$ cat src/rtl/npc_sched_pkg.sv
// Shared types and constants for the next-PC scheduler.
// Holds FSM and redirect-kind encodings plus the PC alignment helper.
package npc_pkg;

    localparam int INST_ADDR_W = 32;

    typedef logic [INST_ADDR_W-1:0] addr_t;

    localparam addr_t FETCH_STRIDE_DEF = 32'd8;

    typedef enum logic [1:0] {
        BOOT = 2'd0,
        RUN  = 2'd1,
        HOLD = 2'd2
    } state_t;

    typedef enum logic {
        RK_EXCP  = 1'b0,
        RK_FLUSH = 1'b1
    } rkind_t;

    function automatic addr_t align_pc(input addr_t a);
        return {a[INST_ADDR_W-1:2], 2'b00};
    endfunction

endpackage

$ cat src/rtl/npc_sched_if.sv
// Redirect-request and fetch-PC bundle between the front end and npc_sched.
// The perf counters exist only when NPC_PERF_CNT_EN is defined.
interface npc_sched_if;
    import npc_pkg::*;

    logic [5:0] pause;
    logic       excp_en_i;
    addr_t      excp_pc_i;
    logic       flush_en_i;
    addr_t      flush_pc_i;
    logic       is_branch_i_1;
    logic       is_branch_i_2;
    logic       taken_or_not_1;
    logic       taken_or_not_2;
    addr_t      branch_target_addr_i_1;
    addr_t      branch_target_addr_i_2;
    addr_t      pc_o_1;
    addr_t      pc_o_2;
    logic       inst_en_o_1;
    logic       inst_en_o_2;
    logic       fetch_flush_o;
    logic       pending_o;
`ifdef NPC_PERF_CNT_EN
    logic [31:0] excp_cnt_o;
    logic [31:0] flush_cnt_o;
    logic [31:0] bpred_cnt_o;
`endif

    modport master (
`ifdef NPC_PERF_CNT_EN
        input  excp_cnt_o, flush_cnt_o, bpred_cnt_o,
`endif
        output pause, excp_en_i, excp_pc_i, flush_en_i, flush_pc_i,
        output is_branch_i_1, is_branch_i_2, taken_or_not_1, taken_or_not_2,
        output branch_target_addr_i_1, branch_target_addr_i_2,
        input  pc_o_1, pc_o_2, inst_en_o_1, inst_en_o_2, fetch_flush_o, pending_o
    );

    modport slave (
`ifdef NPC_PERF_CNT_EN
        output excp_cnt_o, flush_cnt_o, bpred_cnt_o,
`endif
        input  pause, excp_en_i, excp_pc_i, flush_en_i, flush_pc_i,
        input  is_branch_i_1, is_branch_i_2, taken_or_not_1, taken_or_not_2,
        input  branch_target_addr_i_1, branch_target_addr_i_2,
        output pc_o_1, pc_o_2, inst_en_o_1, inst_en_o_2, fetch_flush_o, pending_o
    );

endinterface

$ cat src/rtl/npc_redirect_arb.sv
// Combinational fixed-priority next-PC select; zero latency, no backpressure.
// In replay mode the held redirect replaces flush/predictor sources, but a live exception still wins.
module npc_redirect_arb
    import npc_pkg::*;
#(
    parameter addr_t FETCH_STRIDE = FETCH_STRIDE_DEF
) (
    input  addr_t  cur_pc,
    input  logic   replay,
    input  addr_t  pend_pc,
    input  rkind_t pend_kind,
    input  logic   excp_en,
    input  addr_t  excp_pc,
    input  logic   flush_en,
    input  addr_t  flush_pc,
    input  logic   br_1,
    input  logic   tk_1,
    input  addr_t  tgt_1,
    input  logic   br_2,
    input  logic   tk_2,
    input  addr_t  tgt_2,
    output addr_t  next_pc,
    output logic   flush_kill,
    output rkind_t kind,
    output logic   bpred
);

    addr_t sel_pc;

    always_comb begin
        sel_pc     = cur_pc + FETCH_STRIDE;
        flush_kill = 1'b0;
        kind       = RK_EXCP;
        bpred      = 1'b0;
        if (excp_en) begin
            sel_pc     = excp_pc;
            flush_kill = 1'b1;
            kind       = RK_EXCP;
        end else if (replay) begin
            // A live flush only supersedes a held flush; a held exception is never displaced by it.
            flush_kill = 1'b1;
            kind       = pend_kind;
            sel_pc     = (flush_en && pend_kind == RK_FLUSH) ? flush_pc : pend_pc;
        end else if (flush_en) begin
            sel_pc     = flush_pc;
            flush_kill = 1'b1;
            kind       = RK_FLUSH;
        end else if (br_1 && tk_1) begin
            sel_pc = tgt_1;
            bpred  = 1'b1;
        end else if (br_2 && tk_2) begin
            sel_pc = tgt_2;
            bpred  = 1'b1;
        end
        next_pc = align_pc(sel_pc);
    end

endmodule

$ cat src/rtl/npc_sched.sv
// Fetch-PC register and redirect FSM; a redirect lands on pc_o_1 one cycle after it is requested.
// pause[0] freezes the PC and parks exception/flush redirects in HOLD; NPC_PERF_CNT_EN adds redirect counters.
module npc_sched
    import npc_pkg::*;
#(
    parameter addr_t RESET_PC     = 32'h0000_0000,
    parameter addr_t FETCH_STRIDE = FETCH_STRIDE_DEF
) (
    input  logic        clk,
    input  logic        rst,
    npc_sched_if.slave  bus
);

    state_t state_q, state_d;
    addr_t  pc_q, pc_d;
    logic   en_q, en_d;
    logic   fflush_q, fflush_d;
    logic   pend_q, pend_d;
    addr_t  ppc_q, ppc_d;
    rkind_t pkind_q, pkind_d;
    logic   apply;

    addr_t  arb_pc;
    logic   arb_kill;
    rkind_t arb_kind;
    logic   arb_bpred;

    logic stall;
    logic unused_pause;

    assign stall        = bus.pause[0];
    assign unused_pause = ^bus.pause[5:1];

    npc_redirect_arb #(.FETCH_STRIDE(FETCH_STRIDE)) u_arb (
        .cur_pc     (pc_q),
        .replay     (state_q == HOLD),
        .pend_pc    (ppc_q),
        .pend_kind  (pkind_q),
        .excp_en    (bus.excp_en_i),
        .excp_pc    (bus.excp_pc_i),
        .flush_en   (bus.flush_en_i),
        .flush_pc   (bus.flush_pc_i),
        .br_1       (bus.is_branch_i_1),
        .tk_1       (bus.taken_or_not_1),
        .tgt_1      (bus.branch_target_addr_i_1),
        .br_2       (bus.is_branch_i_2),
        .tk_2       (bus.taken_or_not_2),
        .tgt_2      (bus.branch_target_addr_i_2),
        .next_pc    (arb_pc),
        .flush_kill (arb_kill),
        .kind       (arb_kind),
        .bpred      (arb_bpred)
    );

    always_ff @(posedge clk or posedge rst) begin
        if (rst) begin
            state_q  <= BOOT;
            pc_q     <= RESET_PC;
            en_q     <= 1'b0;
            fflush_q <= 1'b0;
            pend_q   <= 1'b0;
            ppc_q    <= '0;
            pkind_q  <= RK_EXCP;
        end else begin
            state_q  <= state_d;
            pc_q     <= pc_d;
            en_q     <= en_d;
            fflush_q <= fflush_d;
            pend_q   <= pend_d;
            ppc_q    <= ppc_d;
            pkind_q  <= pkind_d;
        end
    end

    always_comb begin
        state_d  = state_q;
        pc_d     = pc_q;
        en_d     = en_q;
        fflush_d = 1'b0;
        pend_d   = pend_q;
        ppc_d    = ppc_q;
        pkind_d  = pkind_q;
        apply    = 1'b0;
        case (state_q)
            BOOT: begin
                state_d = RUN;
                en_d    = 1'b1;
            end
            RUN: begin
                if (!stall) begin
                    pc_d     = arb_pc;
                    fflush_d = arb_kill;
                    apply    = 1'b1;
                end else if (bus.excp_en_i || bus.flush_en_i) begin
                    pend_d  = 1'b1;
                    ppc_d   = align_pc(bus.excp_en_i ? bus.excp_pc_i : bus.flush_pc_i);
                    pkind_d = bus.excp_en_i ? RK_EXCP : RK_FLUSH;
                    state_d = HOLD;
                end
            end
            HOLD: begin
                if (!stall) begin
                    pc_d     = arb_pc;
                    fflush_d = arb_kill;
                    pend_d   = 1'b0;
                    apply    = 1'b1;
                    state_d  = RUN;
                end else if (bus.excp_en_i) begin
                    ppc_d   = align_pc(bus.excp_pc_i);
                    pkind_d = RK_EXCP;
                end else if (bus.flush_en_i && pkind_q == RK_FLUSH) begin
                    ppc_d = align_pc(bus.flush_pc_i);
                end
            end
            default: state_d = BOOT;
        endcase
    end

    assign bus.pc_o_1        = pc_q;
    assign bus.pc_o_2        = pc_q + 32'd4;
    assign bus.inst_en_o_1   = en_q;
    assign bus.inst_en_o_2   = en_q;
    assign bus.fetch_flush_o = fflush_q;
    assign bus.pending_o     = pend_q;

`ifdef NPC_PERF_CNT_EN
    logic [31:0] excp_cnt_q, flush_cnt_q, bpred_cnt_q;

    always_ff @(posedge clk or posedge rst) begin
        if (rst) begin
            excp_cnt_q  <= '0;
            flush_cnt_q <= '0;
            bpred_cnt_q <= '0;
        end else if (apply) begin
            if (arb_kill && arb_kind == RK_EXCP)  excp_cnt_q  <= excp_cnt_q + 32'd1;
            if (arb_kill && arb_kind == RK_FLUSH) flush_cnt_q <= flush_cnt_q + 32'd1;
            if (arb_bpred)                        bpred_cnt_q <= bpred_cnt_q + 32'd1;
        end
    end

    assign bus.excp_cnt_o  = excp_cnt_q;
    assign bus.flush_cnt_o = flush_cnt_q;
    assign bus.bpred_cnt_o = bpred_cnt_q;
`else
    logic unused_apply;
    assign unused_apply = apply ^ arb_bpred;
`endif

endmodule

$ cat src/flat_wrapper.sv
// flat-port wrapper written by rule: the top's interface ports become plain ports
module npc_sched_flat import npc_pkg::*;
#(
    parameter addr_t RESET_PC     = 32'h0000_0000,
    parameter addr_t FETCH_STRIDE = FETCH_STRIDE_DEF
)
  (clk, rst, bus_pause, bus_excp_en_i, bus_excp_pc_i, bus_flush_en_i, bus_flush_pc_i, bus_is_branch_i_1, bus_is_branch_i_2, bus_taken_or_not_1, bus_taken_or_not_2, bus_branch_target_addr_i_1, bus_branch_target_addr_i_2, bus_pc_o_1, bus_pc_o_2, bus_inst_en_o_1, bus_inst_en_o_2, bus_fetch_flush_o, bus_pending_o);
  npc_sched_if bus_i ();
  input  logic clk;
  input  logic rst;
  input wire logic [$bits(bus_i.pause)-1:0] bus_pause;
  input wire logic [$bits(bus_i.excp_en_i)-1:0] bus_excp_en_i;
  input wire logic [$bits(bus_i.excp_pc_i)-1:0] bus_excp_pc_i;
  input wire logic [$bits(bus_i.flush_en_i)-1:0] bus_flush_en_i;
  input wire logic [$bits(bus_i.flush_pc_i)-1:0] bus_flush_pc_i;
  input wire logic [$bits(bus_i.is_branch_i_1)-1:0] bus_is_branch_i_1;
  input wire logic [$bits(bus_i.is_branch_i_2)-1:0] bus_is_branch_i_2;
  input wire logic [$bits(bus_i.taken_or_not_1)-1:0] bus_taken_or_not_1;
  input wire logic [$bits(bus_i.taken_or_not_2)-1:0] bus_taken_or_not_2;
  input wire logic [$bits(bus_i.branch_target_addr_i_1)-1:0] bus_branch_target_addr_i_1;
  input wire logic [$bits(bus_i.branch_target_addr_i_2)-1:0] bus_branch_target_addr_i_2;
  output wire logic [$bits(bus_i.pc_o_1)-1:0] bus_pc_o_1;
  output wire logic [$bits(bus_i.pc_o_2)-1:0] bus_pc_o_2;
  output wire logic [$bits(bus_i.inst_en_o_1)-1:0] bus_inst_en_o_1;
  output wire logic [$bits(bus_i.inst_en_o_2)-1:0] bus_inst_en_o_2;
  output wire logic [$bits(bus_i.fetch_flush_o)-1:0] bus_fetch_flush_o;
  output wire logic [$bits(bus_i.pending_o)-1:0] bus_pending_o;
  assign bus_i.pause = bus_pause;
  assign bus_i.excp_en_i = bus_excp_en_i;
  assign bus_i.excp_pc_i = bus_excp_pc_i;
  assign bus_i.flush_en_i = bus_flush_en_i;
  assign bus_i.flush_pc_i = bus_flush_pc_i;
  assign bus_i.is_branch_i_1 = bus_is_branch_i_1;
  assign bus_i.is_branch_i_2 = bus_is_branch_i_2;
  assign bus_i.taken_or_not_1 = bus_taken_or_not_1;
  assign bus_i.taken_or_not_2 = bus_taken_or_not_2;
  assign bus_i.branch_target_addr_i_1 = bus_branch_target_addr_i_1;
  assign bus_i.branch_target_addr_i_2 = bus_branch_target_addr_i_2;
  assign bus_pc_o_1 = bus_i.pc_o_1;
  assign bus_pc_o_2 = bus_i.pc_o_2;
  assign bus_inst_en_o_1 = bus_i.inst_en_o_1;
  assign bus_inst_en_o_2 = bus_i.inst_en_o_2;
  assign bus_fetch_flush_o = bus_i.fetch_flush_o;
  assign bus_pending_o = bus_i.pending_o;
  npc_sched #(.RESET_PC(RESET_PC), .FETCH_STRIDE(FETCH_STRIDE)) u_core (.clk(clk), .rst(rst), .bus(bus_i));
endmodule
$ cat config.mk
export PLATFORM = sky130hd
export DESIGN_NAME = npc_sched_flat
export DESIGN_NICKNAME = d
export VERILOG_FILES = /design/src/rtl/npc_sched_pkg.sv /design/src/rtl/npc_sched_if.sv /design/src/rtl/npc_redirect_arb.sv /design/src/rtl/npc_sched.sv /design/src/flat_wrapper.sv
export SDC_FILE = /design/constraint.sdc
export NUM_CORES = 1
export LEC_CHECK = 0
export CAP_MARGIN = 30
export CORE_MARGIN = 2
export CORE_UTILIZATION = 46
export CTS_CLUSTER_DIAMETER = 30
export DETAILED_ROUTE_END_ITERATION = 7
export GPL_TIMING_DRIVEN = 0
export PLACE_DENSITY = 0.87
export SLEW_MARGIN = 25
export SYNTH_ARGS = -nofsm -noshare
export SYNTH_HDL_FRONTEND = slang
export SYNTH_HIERARCHICAL = 1
export SYNTH_SLANG_ARGS = --single-unit
$ cat constraint.sdc
create_clock -name clk -period 3.2 [get_ports clk]
set_clock_uncertainty 0.2 [all_clocks]
set_input_delay 0.96 -clock clk [delete_from_list [all_inputs] [get_ports clk]]
set_output_delay 0.96 -clock clk [all_outputs]
set_load 0.02 [all_outputs]
==> results.yml, run 1 <==
final_layout:
  drive_gt1_share_pct: 27.6
  nets: 1004
  n_antenna_cell: 0
  synthToLayoutAreaGrowth_pct: 52.5
  fin_area_mm2: 0.00847
  final_cells: 1007
  layout_common_cells: "clkdlybuf4s50_1, mux2_2, nor2_1, nand2_1, buf_4"
  layout_commonest_cell: "clkdlybuf4s50_1"
critical_path:
  cp_slowest_cell: "clkdlybuf4s50_1"
  max_stage_delay_ns: 0.47
  crit_family: "buffers and inverters"
  cp.required_ns: 3.22
  crit_type: "in -> reg"
  path_cells: "clkdlybuf4s50_1, and2_1, clkbuf_1, clkbuf_2, o21ai_0, a221o_1, mux2_2"
  endpoint_kind: "flip-flop"
  crit_fanout: 10
  crit_arrival_ns: 3.18
  critPathLaunchType: "primary input"
  path_buf_inv: 3
floorplan:
  initial_core_util_pct: 46.6
  fp.dieH_um: 114
  ios: 210
  dieArea_mm2: 0.0130
  fp.dieW_um: 114
  core_mm2: 0.0119
  placementRows: 40
grt:
  grtUsageTotal_pct: 32.1
  grt_pass1_vias: 5836
  grt_first_pass_wirelength_um: 32100
  antenna_found_initial: 0
  grt_max_degree: 53
  grt_overflow_total: 0
sta:
  period_share_pct: 99.0
  relSlewSlack_pct: 54.4
  finalSetupViolCount: 0
  fin_crit_ns: 3.17
  slew_violations: 0
  fmax_mhz: 316
  tightest_slew_ns: 0.684
  finalHoldViolations: 0
pwr:
  ir_drop_mv: 0.493
  power_density_mw_per_mm2: 904
  leakagePower_nw: 3.38
  clkPwrFrac_pct: 14.7
  power.internal_mw: 4.34
  seq_power_share_pct: 22.6
  swShare_pct: 43.3
  power.switching_mw: 3.32
  combPwrFrac_pct: 62.7
placed_design:
  placed_cell_area_mm2: 0.00773
  dp_hpwl_um: 15000
  io_buffers: 196
  gp_congestion: 0.944
  numPlacedInstances: 953
clocking:
  postCtsHoldBufs: 0
  cts_htree_levels: 3
  cts_max_path_buffers: 2
  cts_tree: "done"
  cts-buffers-inserted: 9
  clock-root-buffer: "clkbuf_16"
  clk_pin_slew_worst_paths_ns: 0.06
  clock-sinks: 68
  clock_latency_ns: 0.33
yosys:
  syn_area_mm2: 0.00555
  syn_area_per_cell_um2: 9.13
  yosysWarnings: 6
  netlist_instances: 608
routing:
  drc: 0
  via_per_inst: 6.31
  routed_wl_um: 21500
  vias: 6354
  initialDrtViolationCount: 975
  ant_nets: 0
  firstDrtPassIters: 8
  drt-wirelength-per-cell_um: 21.3
hold_path:
  hold_class: "reg -> reg"
status:
  status: "finished, final reports clean"
job:
  max_cap_violations: 0
flip-flops by register name (all words and copies together), names as in the netlist:
register                  count
u_core/ppc_q                 30
u_core/bus.inst_en_o_1        1
u_core/state_q                2
u_core/bus.pending_o          1
u_core/pkind_q                1
u_core/bus.pc_o_1            32
u_core/bus.fetch_flush_o      1
final cells by class:
type	count	area [um^2]
Fill cell	874	3440
Tap cell	147	184
Multi-Input combinational cell	482	3710
Buffer	41	201
Sequential cell	68	1730
Timing Repair Buffer	237	2240
Inverter	16	62.6
Clock buffer	13	270
Clock inverter	3	67.6
layer usage:
| metal | vias to the layer above | routed length, um | GRT usage [%] |
|---|---|---|---|
| met5 | - | 0 | 0 |
| met4 | 0 | 796 | 12.0 |
| met3 | 82 | 2590 | 6.59 |
| met2 | 511 | 10000 | 52.0 |
| met1 | 2969 | 8060 | 42.6 |
| li1 | 2792 | - | - |
power groups by stage:
stage | clock network [mW] | registers (mW) | logic [mW]
floorplan | 0 | 2.07 | 2.22
global placement | 0 | 1.98 | 3.89
detailed placement | 0 | 2.01 | 3.95
CTS | 1.14 | 1.75 | 4.48
global route | 1.18 | 1.77 | 5.06
finish | 1.12 | 1.73 | 4.80
worst paths after layout:
path                                         from                     end  slack (ns)  cells after the start
setup / recovery                bus_is_branch_i_2    u_core/bus.pc_o_1[9]        0.03                      7
hold / removal             u_core/bus.inst_en_o_1  u_core/bus.inst_en_o_1        0.29                      1
setup reg to reg                u_core/state_q[0]    u_core/bus.pc_o_1[6]        0.22                      9
hold reg to reg            u_core/bus.inst_en_o_1  u_core/bus.inst_en_o_1        0.29                      1
max in group asynchronous                     rst   u_core/bus.pc_o_1[27]        1.52                      3
min in group asynchronous                     rst        u_core/ppc_q[18]        0.72                      2
per-stage QoR:
| step | setup TNS [ns] | setup WS [ns] | power [mW] | utilization (%) | hold slack, ns |
|---|---|---|---|---|---|
| after floorplan | 0 | 0.0448 | 4.29 | - | 0.265 |
| after global placement | -81.99 | -0.955 | 5.86 | 64.7 | 0.275 |
| after detailed placement | -18.65 | -0.532 | 5.96 | 64.9 | 0.285 |
| after CTS | 0 | 0.000667 | 7.37 | 69.9 | 0.298 |
| after global routing | -0.00316 | -0.00188 | 8.01 | 71.1 | 0.305 |
| final | 0 | 0.0327 | 7.66 | 71.1 | 0.293 |
worst reg2reg max path, cell delays in order, from the launching register on:
cell,delay [ns]
dfrtp_1,0.40
inv_1,0.13
ha_2,0.31
nand2b_1,0.19
and2_1,0.31
buf_4,0.22
a22o_1,0.23
a2111oi_0,0.41
a21oi_1,0.15
mux2_2,0.31
repair_timing:
action / 4_1_cts / 5_1_grt
gates resized for setup: 99 / 38
buffers inserted: 24 / 16
setup endpoints to repair: 48 / 38
pin swaps: 3 / 4
Note: power is estimated with default switching activity, not from simulation.
==> inputs of run 2 (changes only) <==
Settings changed: CTS_BUF_LIST set to sky130_fd_sc_hd__clkbuf_4 sky130_fd_sc_hd__clkbuf_8, TNS_END_PERCENT set to 100.
==> results.yml, run 2 (synthesized netlist as in run 1, its figures left out) <==
routing:
  via_per_inst: 6.29
  ant_nets: 0
  drt-wirelength-per-cell_um: 20.9
  routed_wl_um: 21000
  drc: 0
  initialDrtViolationCount: 931
  vias: 6293
  firstDrtPassIters: 8
placed_design:
  dp_hpwl_um: 15000
  gp_congestion: 0.944
  pre_cts_ws_ns: -0.532
  placed_cell_area_mm2: 0.00773
  io_buffers: 196
pwr:
  ir_drop_mv: 0.473
  swShare_pct: 44.5
  power_density_mw_per_mm2: 877
  leakagePower_nw: 3.29
  power.switching_mw: 3.25
  seq_power_share_pct: 23.3
  combPwrFrac_pct: 64.8
  clkPwrFrac_pct: 11.9
  power.internal_mw: 4.05
final_layout:
  layout_commonest_cell: "clkdlybuf4s50_1"
  n_antenna_cell: 0
  synthToLayoutAreaGrowth_pct: 49.8
  drive_gt1_share_pct: 27.4
  regArea_mm2: 0.00173
  largest_reg_flops: 32
  layout_common_cells: "clkdlybuf4s50_1, mux2_2, nor2_1, nand2_1, dfrtp_1"
  fin_area_mm2: 0.00832
  multiInputGateArea_mm2: 0.00371
  nets: 998
  num-fill-cells: 909
critical_path:
  critPathLaunchType: "flip-flop"
  path_buf_inv: 1
  crit_family: "simple AND/OR/NAND/NOR gates"
  cp_slowest_cell: "or4_4"
  path_depth: 5
  r2r-start: "u_core/state_q[0]"
  crit_type: "reg -> out"
  crit_arrival_ns: 2.01
  worst-r2r-setup-slack_ns: 0.25
  max_stage_delay_ns: 0.60
  worstRegToRegCells: 8
  endpoint_kind: "primary output"
  rr_endpoint: "u_core/bus.pc_o_1[22]"
  cp.required_ns: 2.04
  path_cells: "nand2_4, or4_4, nor4_4, xnor2_1, buf_4"
  crit_start: "u_core/bus.pc_o_1[16]"
  crit_fanout: 6
floorplan:
  dieArea_mm2: 0.0130
  fp.dieH_um: 114
  initial_core_util_pct: 46.6
  core_mm2: 0.0119
  placementRows: 40
  ios: 210
  fp.dieW_um: 114
clocking:
  cts-buffers-inserted: 9
  cts_max_path_buffers: 2
  clk_pin_slew_worst_paths_ns: 0.08
  clock-sinks: 68
  cts_tree: "done"
  postCtsHoldBufs: 0
  clock-root-buffer: "clkbuf_8"
  clock_latency_ns: 0.36
  cts_htree_levels: 3
hold_path:
  holdPathEnd: "u_core/bus.inst_en_o_1"
  holdPathStages: 1
  hold_class: "reg -> reg"
  holdCritStartpoint: "u_core/bus.inst_en_o_1"
sta:
  finalSetupViolCount: 0
  tightest_slew_ns: 0.667
  period_share_pct: 99.1
  finalWorstSetupSlack_ns: 0.0289
  fmax_mhz: 315
  relSlewSlack_pct: 55.5
  fin_crit_ns: 3.17
  finalHoldViolations: 0
  rsz0062_at_grt: "true"
  slew_violations: 0
grt:
  grtUsageTotal_pct: 31.6
  antenna_found_initial: 1
  grt_pass1_vias: 5862
  grt_overflow_total: 0
  grt_max_degree: 53
  grt_first_pass_wirelength_um: 31700
job:
  max_cap_violations: 0
status:
  status: "finished, final reports clean"
[run 2: cell types whose count changed in the layout (fill, tap and decap cells not counted), moves of 2 or more]
cell and delta:
clkbuf_16 -9, clkbuf_8 +9, buf_4 -7, clkbuf_4 +3, buf_2 -2, nor3_2 +2
[run 2: repair_timing]
action	4_1_cts	5_1_grt
endpoints found under the hold margin	0	0
pin swaps	4	3
gates resized for setup	102	42
endpoints found under the setup margin	41	31
buffers inserted	29	5
[run 2: worst max-delay path by stage]
stage	endpoint	slack (ns)
floorplan	bus_pc_o_2[31]	0.04
global placement	u_core/bus.pc_o_1[1]	-0.95
detailed placement	u_core/bus.pc_o_1[28]	-0.53
CTS	bus_pc_o_2[22]	-0.0004
global route	bus_pc_o_2[29]	-0.03
finish	bus_pc_o_2[29]	0.03
[run 2: per-stage QoR]
| stage | std cells | hold slack (ns) | TNS [ns] | util, % | power (mW) |
|---|---|---|---|---|---|
| after floorplan | 609 | 0.265 | 0 | - | 4.29 |
| after global placement | 952 | 0.275 | -81.99 | 64.7 | 5.86 |
| after detailed placement | 953 | 0.285 | -18.65 | 64.9 | 5.96 |
| after CTS | 997 | 0.302 | -0.000392 | 69.4 | 7.12 |
| after global routing | 1001 | 0.310 | -0.105 | 69.8 | 7.66 |
| final | 1001 | 0.297 | 0 | 69.8 | 7.30 |
[run 2: layout make-up]
class | instances | share of cell area, %
multi-input combinational | 482 | 44.5
timing repair buffer | 231 | 26.3
sequential | 68 | 20.8
buffer | 41 | 2.47
tap | 147 | 2.21
clock buffer | 13 | 2.08
clock inverter | 3 | 0.812
inverter | 16 | 0.752
[run 2: layer usage]
metal | part of all wire [%] | wire, um | vias up | GRT usage [%]
li1 | - | - | 2781 | -
met1 | 39 | 8150 | 2964 | 42.9
met2 | 46 | 9560 | 466 | 50.4
met3 | 12 | 2420 | 82 | 5.74
met4 | 4.0 | 835 | 0 | 12.5
met5 | 0 | 0 | - | 0
[run 2: power groups by stage]
stage / combinational (mW) / sequential (mW) / clock (mW)
2_1_floorplan: 2.22 / 2.07 / 0
5_1_grt: 5.01 / 1.74 / 0.911
6_report: 4.73 / 1.70 / 0.865
3_5_place_dp: 3.95 / 2.01 / 0
4_1_cts: 4.55 / 1.70 / 0.867
3_3_place_gp: 3.89 / 1.98 / 0
